[src/rtl/serial_adder_pkg.sv]
// Shared types and constants for the digit-serial adder.
package serial_adder_pkg;

  // Operation sequencing: waiting, adding slices, presenting a result.
  typedef enum logic [1:0] {
    IDLE = 2'd0,
    RUN  = 2'd1,
    DONE = 2'd2
  } state_t;

  // Bits consumed per clock when the instantiator does not choose.
  localparam int DEFAULT_DIGIT = 4;

endpackage

[src/rtl/serial_adder_slice.sv]
// DIGIT-bit combinational ripple adder built from full-adder bit cells.
// cmsb exposes the carry into the top bit so the caller can form signed
// overflow on the most significant slice.
module adder_slice
  import serial_adder_pkg::*;
#(
  parameter int DIGIT = DEFAULT_DIGIT
) (
  input  logic [DIGIT-1:0] x,
  input  logic [DIGIT-1:0] y,
  input  logic             cin,
  output logic [DIGIT-1:0] s,
  output logic             cout,
  output logic             cmsb
);

  logic [DIGIT:0] c_s;

  assign c_s[0] = cin;

  for (genvar i = 0; i < DIGIT; i++) begin : g_fa
    assign s[i]       = x[i] ^ y[i] ^ c_s[i];
    assign c_s[i + 1] = (x[i] & y[i]) | (c_s[i] & (x[i] ^ y[i]));
  end

  assign cout = c_s[DIGIT];
  assign cmsb = c_s[DIGIT-1];

endmodule

[src/rtl/serial_adder.sv]
// Digit-serial adder/subtractor: adds DIGIT bits per clock, LSB first.
// Subtraction is a + ~b + 1, so carryout=1 means "no borrow".
module serial_adder
  import serial_adder_pkg::*;
#(
  parameter int WIDTH = 32,
  parameter int DIGIT = DEFAULT_DIGIT
) (
  input  logic             clk,
  input  logic             reset,
  input  logic             start,
  input  logic             sub,
  input  logic [WIDTH-1:0] a,
  input  logic [WIDTH-1:0] b,
  output logic             busy,
  output logic             done,
  output logic [WIDTH-1:0] result,
  output logic             carryout,
  output logic             overflow
);

  localparam int NSLICE = WIDTH / DIGIT;
  localparam int CW     = (NSLICE > 1) ? $clog2(NSLICE) : 1;
  localparam logic [CW-1:0] LAST_CNT = CW'(NSLICE - 1);

  state_t           state_r;
  state_t           state_nx_s;
  logic             accept_s;
  logic             last_s;

  logic [WIDTH-1:0] opa_r;
  logic [WIDTH-1:0] opb_r;
  logic [WIDTH-1:0] res_r;
  logic             carry_r;
  logic             carryout_r;
  logic             overflow_r;
  logic [CW-1:0]    cnt_r;

  logic [DIGIT-1:0] sum_s;
  logic             cout_s;
  logic             cmsb_s;
  logic [WIDTH-1:0] opa_nx_s;
  logic [WIDTH-1:0] opb_nx_s;
  logic [WIDTH-1:0] res_nx_s;

  // Only the lowest unprocessed slice of each operand feeds the adder.
  adder_slice #(.DIGIT(DIGIT)) u_slice (
    .x    (opa_r[DIGIT-1:0]),
    .y    (opb_r[DIGIT-1:0]),
    .cin  (carry_r),
    .s    (sum_s),
    .cout (cout_s),
    .cmsb (cmsb_s)
  );

  // Operands shift down one slice; slice sums enter the result from the top.
  if (DIGIT == WIDTH) begin : g_single
    assign opa_nx_s = '0;
    assign opb_nx_s = '0;
    assign res_nx_s = sum_s;
  end else begin : g_multi
    assign opa_nx_s = {{DIGIT{1'b0}}, opa_r[WIDTH-1:DIGIT]};
    assign opb_nx_s = {{DIGIT{1'b0}}, opb_r[WIDTH-1:DIGIT]};
    assign res_nx_s = {sum_s, res_r[WIDTH-1:DIGIT]};
  end

  assign last_s = (cnt_r == LAST_CNT);

  // State register.
  always_ff @(posedge clk or posedge reset) begin
    if (reset) begin
      state_r <= IDLE;
    end else begin
      state_r <= state_nx_s;
    end
  end

  // Next-state decode; start is only honoured outside RUN.
  always_comb begin
    state_nx_s = state_r;
    accept_s   = 1'b0;
    case (state_r)
      IDLE: begin
        if (start) begin
          state_nx_s = RUN;
          accept_s   = 1'b1;
        end else begin
          state_nx_s = IDLE;
        end
      end
      RUN: begin
        if (last_s) begin
          state_nx_s = DONE;
        end else begin
          state_nx_s = RUN;
        end
      end
      DONE: begin
        if (start) begin
          state_nx_s = RUN;
          accept_s   = 1'b1;
        end else begin
          state_nx_s = IDLE;
        end
      end
      default: begin
        state_nx_s = IDLE;
      end
    endcase
  end

  // Datapath: load on accept, consume one slice per RUN cycle, else hold.
  always_ff @(posedge clk or posedge reset) begin
    if (reset) begin
      opa_r      <= '0;
      opb_r      <= '0;
      res_r      <= '0;
      carry_r    <= 1'b0;
      carryout_r <= 1'b0;
      overflow_r <= 1'b0;
      cnt_r      <= '0;
    end else if (accept_s) begin
      opa_r   <= a;
      opb_r   <= b ^ {WIDTH{sub}};
      carry_r <= sub;
      cnt_r   <= '0;
    end else if (state_r == RUN) begin
      opa_r      <= opa_nx_s;
      opb_r      <= opb_nx_s;
      res_r      <= res_nx_s;
      carry_r    <= cout_s;
      carryout_r <= cout_s;
      overflow_r <= cout_s ^ cmsb_s;
      cnt_r      <= cnt_r + 1'b1;
    end
  end

  assign busy     = (state_r == RUN);
  assign done     = (state_r == DONE);
  assign result   = res_r;
  assign carryout = carryout_r;
  assign overflow = overflow_r;

endmodule

[config.mk]
export PLATFORM = sky130hd
export DESIGN_NAME = serial_adder
export DESIGN_NICKNAME = d
export VERILOG_FILES = /design/src/rtl/serial_adder_pkg.sv /design/src/rtl/serial_adder_slice.sv /design/src/rtl/serial_adder.sv
export SDC_FILE = /design/constraint.sdc
export NUM_CORES = 1
export LEC_CHECK = 0
export CORE_MARGIN = 10
export CORE_UTILIZATION = 51
export CTS_CLUSTER_SIZE = 30
export DETAILED_ROUTE_END_ITERATION = 16
export GPL_ROUTABILITY_DRIVEN = 0
export PLACE_DENSITY_LB_ADDON = 0.05
export SLEW_MARGIN = 5
export SYNTH_ARGS = -nofsm -noshare
export SYNTH_HDL_FRONTEND = slang
export SYNTH_SLANG_ARGS = --single-unit
[constraint.sdc]
create_clock -name clk -period 3.94 [get_ports clk]
set_input_delay 0.788 -clock clk [delete_from_list [all_inputs] [get_ports clk]]
set_output_delay 0.788 -clock clk [all_outputs]
set_load 0.005 [all_outputs]
==> results of run 1 <==
metrics by stage:
step / utilization / hold WS, ns / worst slack (ns)
detailed placement: 0.628 / 0.465 / 1.23
global placement: 0.628 / 0.456 / 1.29
global route: 0.651 / 0.515 / 1.45
finish: 0.652 / 0.487 / 1.56
floorplan: - / 0.467 / 0.420
CTS: 0.651 / 0.491 / 1.51
worst max path at each step:
| stage | start | to | slack, ns | depth (start not counted) |
|---|---|---|---|---|
| 2_1_floorplan | reset | carry_r | 0.42 | 1 |
| 3_3_place_gp | start | opa_r[1] | 1.29 | 5 |
| 3_5_place_dp | start | opb_r[14] | 1.23 | 5 |
| 4_1_cts | state_r[0] | done | 1.51 | 2 |
| 5_1_grt | start | opb_r[6] | 1.45 | 5 |
| 6_report | state_r[0] | done | 1.56 | 2 |
sequential cells by signal, indices dropped and copies added (netlist names):
signal and flops:
carry_r 1, carryout 1, cnt_r 3, opa_r 32, opb_r 32, overflow 1
result 32, state_r 2
critical path, cell delays in order (launching register included):
cell	delay, ns
dfrtp_1	0.46
nor2b_1	0.23
clkdlybuf4s50_1	0.54
synth_stat cells (all sizes together):
library cell	n
nand2b	2
buf	30
clkbuf	9
a22o	6
xor2	33
ha	2
a21o	1
inv	9
nor2	56
o22ai	24
o21ai	5
a221o	1
nand3	1
nand2	165
dfrtp	104
nor2b	2
a21oi	6
and2	1
fa	4
a31oi	32
nor3	22
power breakdown:
group	internal, mW	switching, mW	total [mW]
clock	0.321	0.379	0.700
combinational	0.883	1.05	1.93
sequential	1.58	0.310	1.89
total	2.78	1.74	4.52
cells in the final DEF, fill, tap and decap left out, types with 3 or more instances in the layout:
cell	netlist	final
clkdlybuf4s50_1	0	102
a21oi_1	6	6
a31oi_1	32	32
fa_1	4	4
inv_6	0	3
nor2_1	55	55
inv_1	8	7
o21ai_0	5	5
xor2_1	33	33
dfrtp_1	104	104
nor3_1	22	22
o22ai_1	24	24
buf_4	5	7
clkbuf_8	0	10
a22o_1	6	6
nand2_1	165	165
cell families after synthesis:
| family | synth area share |
|---|---|
| simple gates | 0.208 |
| fa+ha+maj | 0.0223 |
| xor+xnor | 0.0613 |
| compound gates | 0.101 |
| flops | 0.552 |
| buf+inv | 0.0555 |
per-layer routing:
metal / wire, um / GRT usage / up-vias
met1: 4960 / 0.214 / 1796
met4: 176 / 0.0609 / 0
met2: 5200 / 0.270 / 92
li1: - / - / 1845
met3: 536 / 0.0329 / 16
met5: 0 / 0 / -
area by class of cell:
class,count,area [um^2]
fill,752,3170
sequential,104,2600
multi-input combinational,363,1860
timing repair buffer,110,1080
tap,111,139
clock buffer,10,138
clock inverter,6,73.8
inverter,9,38.8
antenna,2,5.00
==> results.md, run 1 <==
- Synth Register Bits: 104
- Total Routing Usage GR: 0.166
- Sequential area share after synthesis: 0.552
- Cell Rows: 35
- Final Hold Viols: 0
- Syn_area_per_cell: 9.15 um^2
- I/O Buffers: 103
- Final WL: 10.9 mm
- Initial antenna violation count: 0
- Worst Hold End: result[0]
- R2r setup slk: 1.66 ns
- Lkg Pwr: 2.68 nW
- Clock skew: 0.0147 ns
- Worst flop-to-flop path startpoint: opa_r[0]
- Routed Antenna Nets: 0
- WP data required: 3.15 ns
- # Max-Cap Violations: 0
- Via Count: 3,749
- RSZ-0062 raised after global routing: no
- Vias in the first global route: 3,814
- Final instance area: 5940 um^2
- Placed cell area: 5720 um^2
- RR Endpoint: carry_r
- Ranking of synthesized cells by area: dfrtp_1 55%, nand2_1 13%, xor2_1 6.1%
- Synthesized area: 4710 um^2
- Nets@finish: 671
- Area Growth Syn to Fin: 26.0%
- Tmin final: 2.38 ns
- CP endpoint kind: output pin
- Hold Path Origin: result[0]
- Post-detail-place hpwl: 7.31 mm
- CTS root buf: clkbuf_8
- Die Span X: 116 um
- DR vias/cell: 5.24
- Final setup TNS: 0 ns
- Remaining Overflow, GRT: 0
- TritonCTS clock tree: done
- Overall Power: 4.52 mW
- DR WL/cell: 15.2 um
- Fin cells: 715
- First-pass GRT wire length: 18.1 mm
- Worst EP arrival: 1.59 ns
- Class of the worst hold path: flip-flop to flip-flop
- Syn Nets: 589
- Status: completed
- Hold-fix buffers, CTS: 0
- Final Setup Violations: 0
- Cts repair resizes: 0
- Synth top area share: 0.552
- DRT iter0 DRCs: 245
- Clock H-tree levels: 3
- CORE AREA: 9110 um^2
- Pin count of the biggest net entering global routing: 98
- Hold path depth: 2
- Die area: 13,500 um^2
- Initial Utilization: 0.517
- CTS sink count: 104
- VDD IR-drop max: 0.000371 V
- Clock transition at path regs: 0.11 ns
- CTS max path bufs: 2
- Post-CTS setup buffers: 0
- DRC viols: 0
- CP startpoint kind: flip-flop
- DP Cell Count: 697
- Die Y: 116 um
- Slew headroom: 0.349
- Largest area contributor in the netlist: dfrtp_1
- Fin crit share: 0.603
- Synth warnings: 0
- Reg2reg path depth: 9
- Pwr/cell area: 762 nW/um^2
- TritonCTS Buffers: 9
- CP Class: flip-flop to output pin
- Worst-Margin Slew: 0.977 ns
- TritonRoute pass-1 iters: 5
- Cell variety after synth: 26
- Worst-path fanout max: 4
- Ports: 104
- Share of cells above drive strength 1: 0.0498
- Fmax: 421 MHz
- Syn Inst Count: 515
- Worst-skew pair later-pin latency: 0.37 ns
- Fin. max-slew vios: 0
(Power assumes the default switching activity.)
==> run 2, diff against run 1 <==
--- a/config.mk
+++ b/config.mk
@@ -6,7 +6,7 @@
 export NUM_CORES = 1
 export LEC_CHECK = 0
 export CORE_MARGIN = 10
-export CORE_UTILIZATION = 51
+export CORE_UTILIZATION = 46
 export CTS_CLUSTER_SIZE = 30
 export DETAILED_ROUTE_END_ITERATION = 16
 export GPL_ROUTABILITY_DRIVEN = 0
==> constraint.sdc (replaced) <==
create_clock -name clk -period 1.9 [get_ports clk]
set_input_delay 0.38 -clock clk [delete_from_list [all_inputs] [get_ports clk]]
set_output_delay 0.38 -clock clk [all_outputs]
set_load 0.005 [all_outputs]
==> results.md, run 2 (synthesis results as in run 1) <==
- Hold Slack: 0.456 ns (was 0.487 ns)
- Remaining Overflow, GRT: 0 (unchanged)
- DR WL/cell: 14.7 um (was 15.2 um)
- I/O Buffers: 103 (unchanged)
- Class of the worst hold path: input pin to async pin (was flip-flop to flip-flop)
- Slew headroom: 0.717 (was 0.349)
- Final WS setup: -0.212 ns (was 1.56 ns)
- CTS root buf: clkbuf_8 (unchanged)
- Lkg Pwr: 2.77 nW (was 2.68 nW)
- Via Count: 3,745 (was 3,749)
- Ports: 104 (unchanged)
- Nets@finish: 683 (was 671)
- Area Growth Syn to Fin: 30.9% (was 26.0%)
- Status: finished, violations left (was completed)
- Post-detail-place hpwl: 7.49 mm (was 7.31 mm)
- Ant diodes: 0 (was 2)
- TritonCTS Buffers: 9 (unchanged)
- Clock H-tree levels: 3 (unchanged)
- Commonest non-fill, non-tap cell in the layout: nand2_1 (unchanged)
- WP data required: 2.14 ns (was 3.15 ns)
- Worst EP arrival: 2.35 ns (was 1.59 ns)
- Clock skew: 0.0109 ns (was 0.0147 ns)
- Pwr/cell area: 1590 nW/um^2 (was 762 nW/um^2)
- DRT iter0 DRCs: 205 (was 245)
- DRC viols: 0 (unchanged)
- Share of cells above drive strength 1: 0.0784 (was 0.0498)
- Fin crit share: 1.11
- VDD IR-drop max: 0.000722 V (was 0.000371 V)
- Worst-path fanout max: 2 (was 4)
- Vias in the first global route: 3,796 (was 3,814)
- CTS sink count: 104 (unchanged)
- Placed cell area: 5900 um^2 (was 5720 um^2)
- Final WL: 11.0 mm (was 10.9 mm)
- Fin. max-slew vios: 0 (unchanged)
- RSZ-0062 raised after global routing: yes (was no)
- Tmin final: 2.11 ns
- Violated checks: setup timing
- Most frequent CP cell: fa_2
- Hold-fix buffers, CTS: 0 (unchanged)
- CP startpoint kind: flip-flop (unchanged)
- Initial antenna violation count: 0 (unchanged)
- Die Span X: 121 um (was 116 um)
- TritonRoute pass-1 iters: 4 (was 5)
- Fmax: 473 MHz
- Clock transition at path regs: 0.09 ns (was 0.11 ns)
- Max stage delay on crit path: 0.42 ns (was 0.54 ns)
- Pin count of the biggest net entering global routing: 98 (unchanged)
- Commonest cells after routing, fill and taps aside: 165 x nand2_1, 103 x dfrtp_1, 101 x clkdlybuf4s50_1 (was 165 x nand2_1, 104 x dfrtp_1, 102 x clkdlybuf4s50_1)
- Cell Chain, Critical Path: fa_2 -> inv_2 -> fa_1 -> inv_1 -> fa_2 -> inv_2 -> fa_2 -> nor2_2 -> a221o_1 (was nor2b_1 -> clkdlybuf4s50_1)
- CTS max path bufs: 2 (unchanged)
- Initial Utilization: 0.478 (was 0.517)
- Worst-Margin Slew: 0.425 ns (was 0.977 ns)
- Cell Rows: 36 (was 35)
- Die area: 14,700 um^2 (was 13,500 um^2)
- CP Class: flip-flop to flip-flop (was flip-flop to output pin)
- TritonCTS clock tree: done (unchanged)
- # Max-Cap Violations: 0 (unchanged)
- Total Routing Usage GR: 0.150 (was 0.166)
- Worst-skew pair later-pin latency: 0.36 ns (was 0.37 ns)
- Critical path's slowest cell: dfrtp_1 (was clkdlybuf4s50_1)
- Final Hold Viols: 0 (unchanged)
- First-pass GRT wire length: 18.3 mm (was 18.1 mm)
- Final instance area: 6170 um^2 (was 5940 um^2)
- DR vias/cell: 5.03 (was 5.24)
- Final Setup Violations: 4 (was 0)
- CP endpoint kind: flip-flop (was output pin)
- Die Y: 121 um (was 116 um)
- Routed Antenna Nets: 0 (unchanged)
- CORE AREA: 9860 um^2 (was 9110 um^2)
run 2: cell types whose count changed in the layout (fill, tap and decap cells not counted), sizes merged:
cell	before	now
bufinv	1	3
clkdlybuf4s50	102	101
buf	8	20
clkinvlp	0	2
clkinv	2	0
clkbuf	10	9
diode	2	0
inv	12	9
dlygate4sd2	0	1
run 2: area by class of cell:
cell class              count  area (um^2)
fillers                   861         3700
flip-flops and latches    104         2600
multi-input cells         363         1870
repair buffers            122         1250
well taps                 133          166
clock buffers               9          124
clock inverters             5          106
inverters                   9         40.0
run 2: worst paths after layout:
check / slack, ns / from / endpoint / cells past startpoint
worst max-delay path: -0.21 / opa_r[0] / carry_r / 9
min in group clk: 0.48 / result[3] / result[3] / 2
worst min-delay path: 0.46 / reset / opb_r[27] / 3
worst min register to register: 0.48 / result[3] / result[3] / 2
worst max register to register: -0.21 / opa_r[0] / carry_r / 9
max in group asynchronous: 1.15 / reset / opa_r[5] / 3
run 2: power breakdown:
part / internal, mW / switching [mW] / total (mW)
clock network: 0.866 / 0.727 / 1.59
registers: 3.27 / 0.625 / 3.90
logic: 2.09 / 2.25 / 4.34
total: 6.23 / 3.60 / 9.83
run 2: metal layers:
layer	share of wire	vias to the layer above	wire length (um)	global-route usage
met2	0.48	98	5300	0.238
li1	-	1869	-	-
met3	0.055	13	606	0.0326
met1	0.45	1765	4930	0.200
met4	0.014	0	150	0.0514
met5	0	-	0	0
run 2: metrics by stage:
stage          setup WS [ns]  power (mW)  utilization  setup TNS (ns)  cells
2_1_floorplan         -0.158        6.67            -          -0.410    515
3_3_place_gp          -0.202        8.16        0.598          -0.556    727
3_5_place_dp          -0.257        8.29        0.598          -0.721    727
4_1_cts               -0.220        9.95        0.625          -0.566    744
5_1_grt               -0.311        10.7        0.625          -0.957    745
6_report              -0.212        9.83        0.625          -0.567    745
run 2: timing repair:
action / CTS / global route
endpoints found under the setup margin: 6 / 4
gates resized for setup: 4 / 0
pin swaps: 4 / 1
setup buffers: 3 / 1
run 2: critical path: cells and delay by family, from the launching register on:
kind	cells	cell delay (ns)
buffers and inverters	3	0.17
AO/OA/AOI/OAI	1	0.28
flip-flops	1	0.42
adder cells (fa/ha/maj)	4	1.09
AND/OR/NAND/NOR	1	0.05
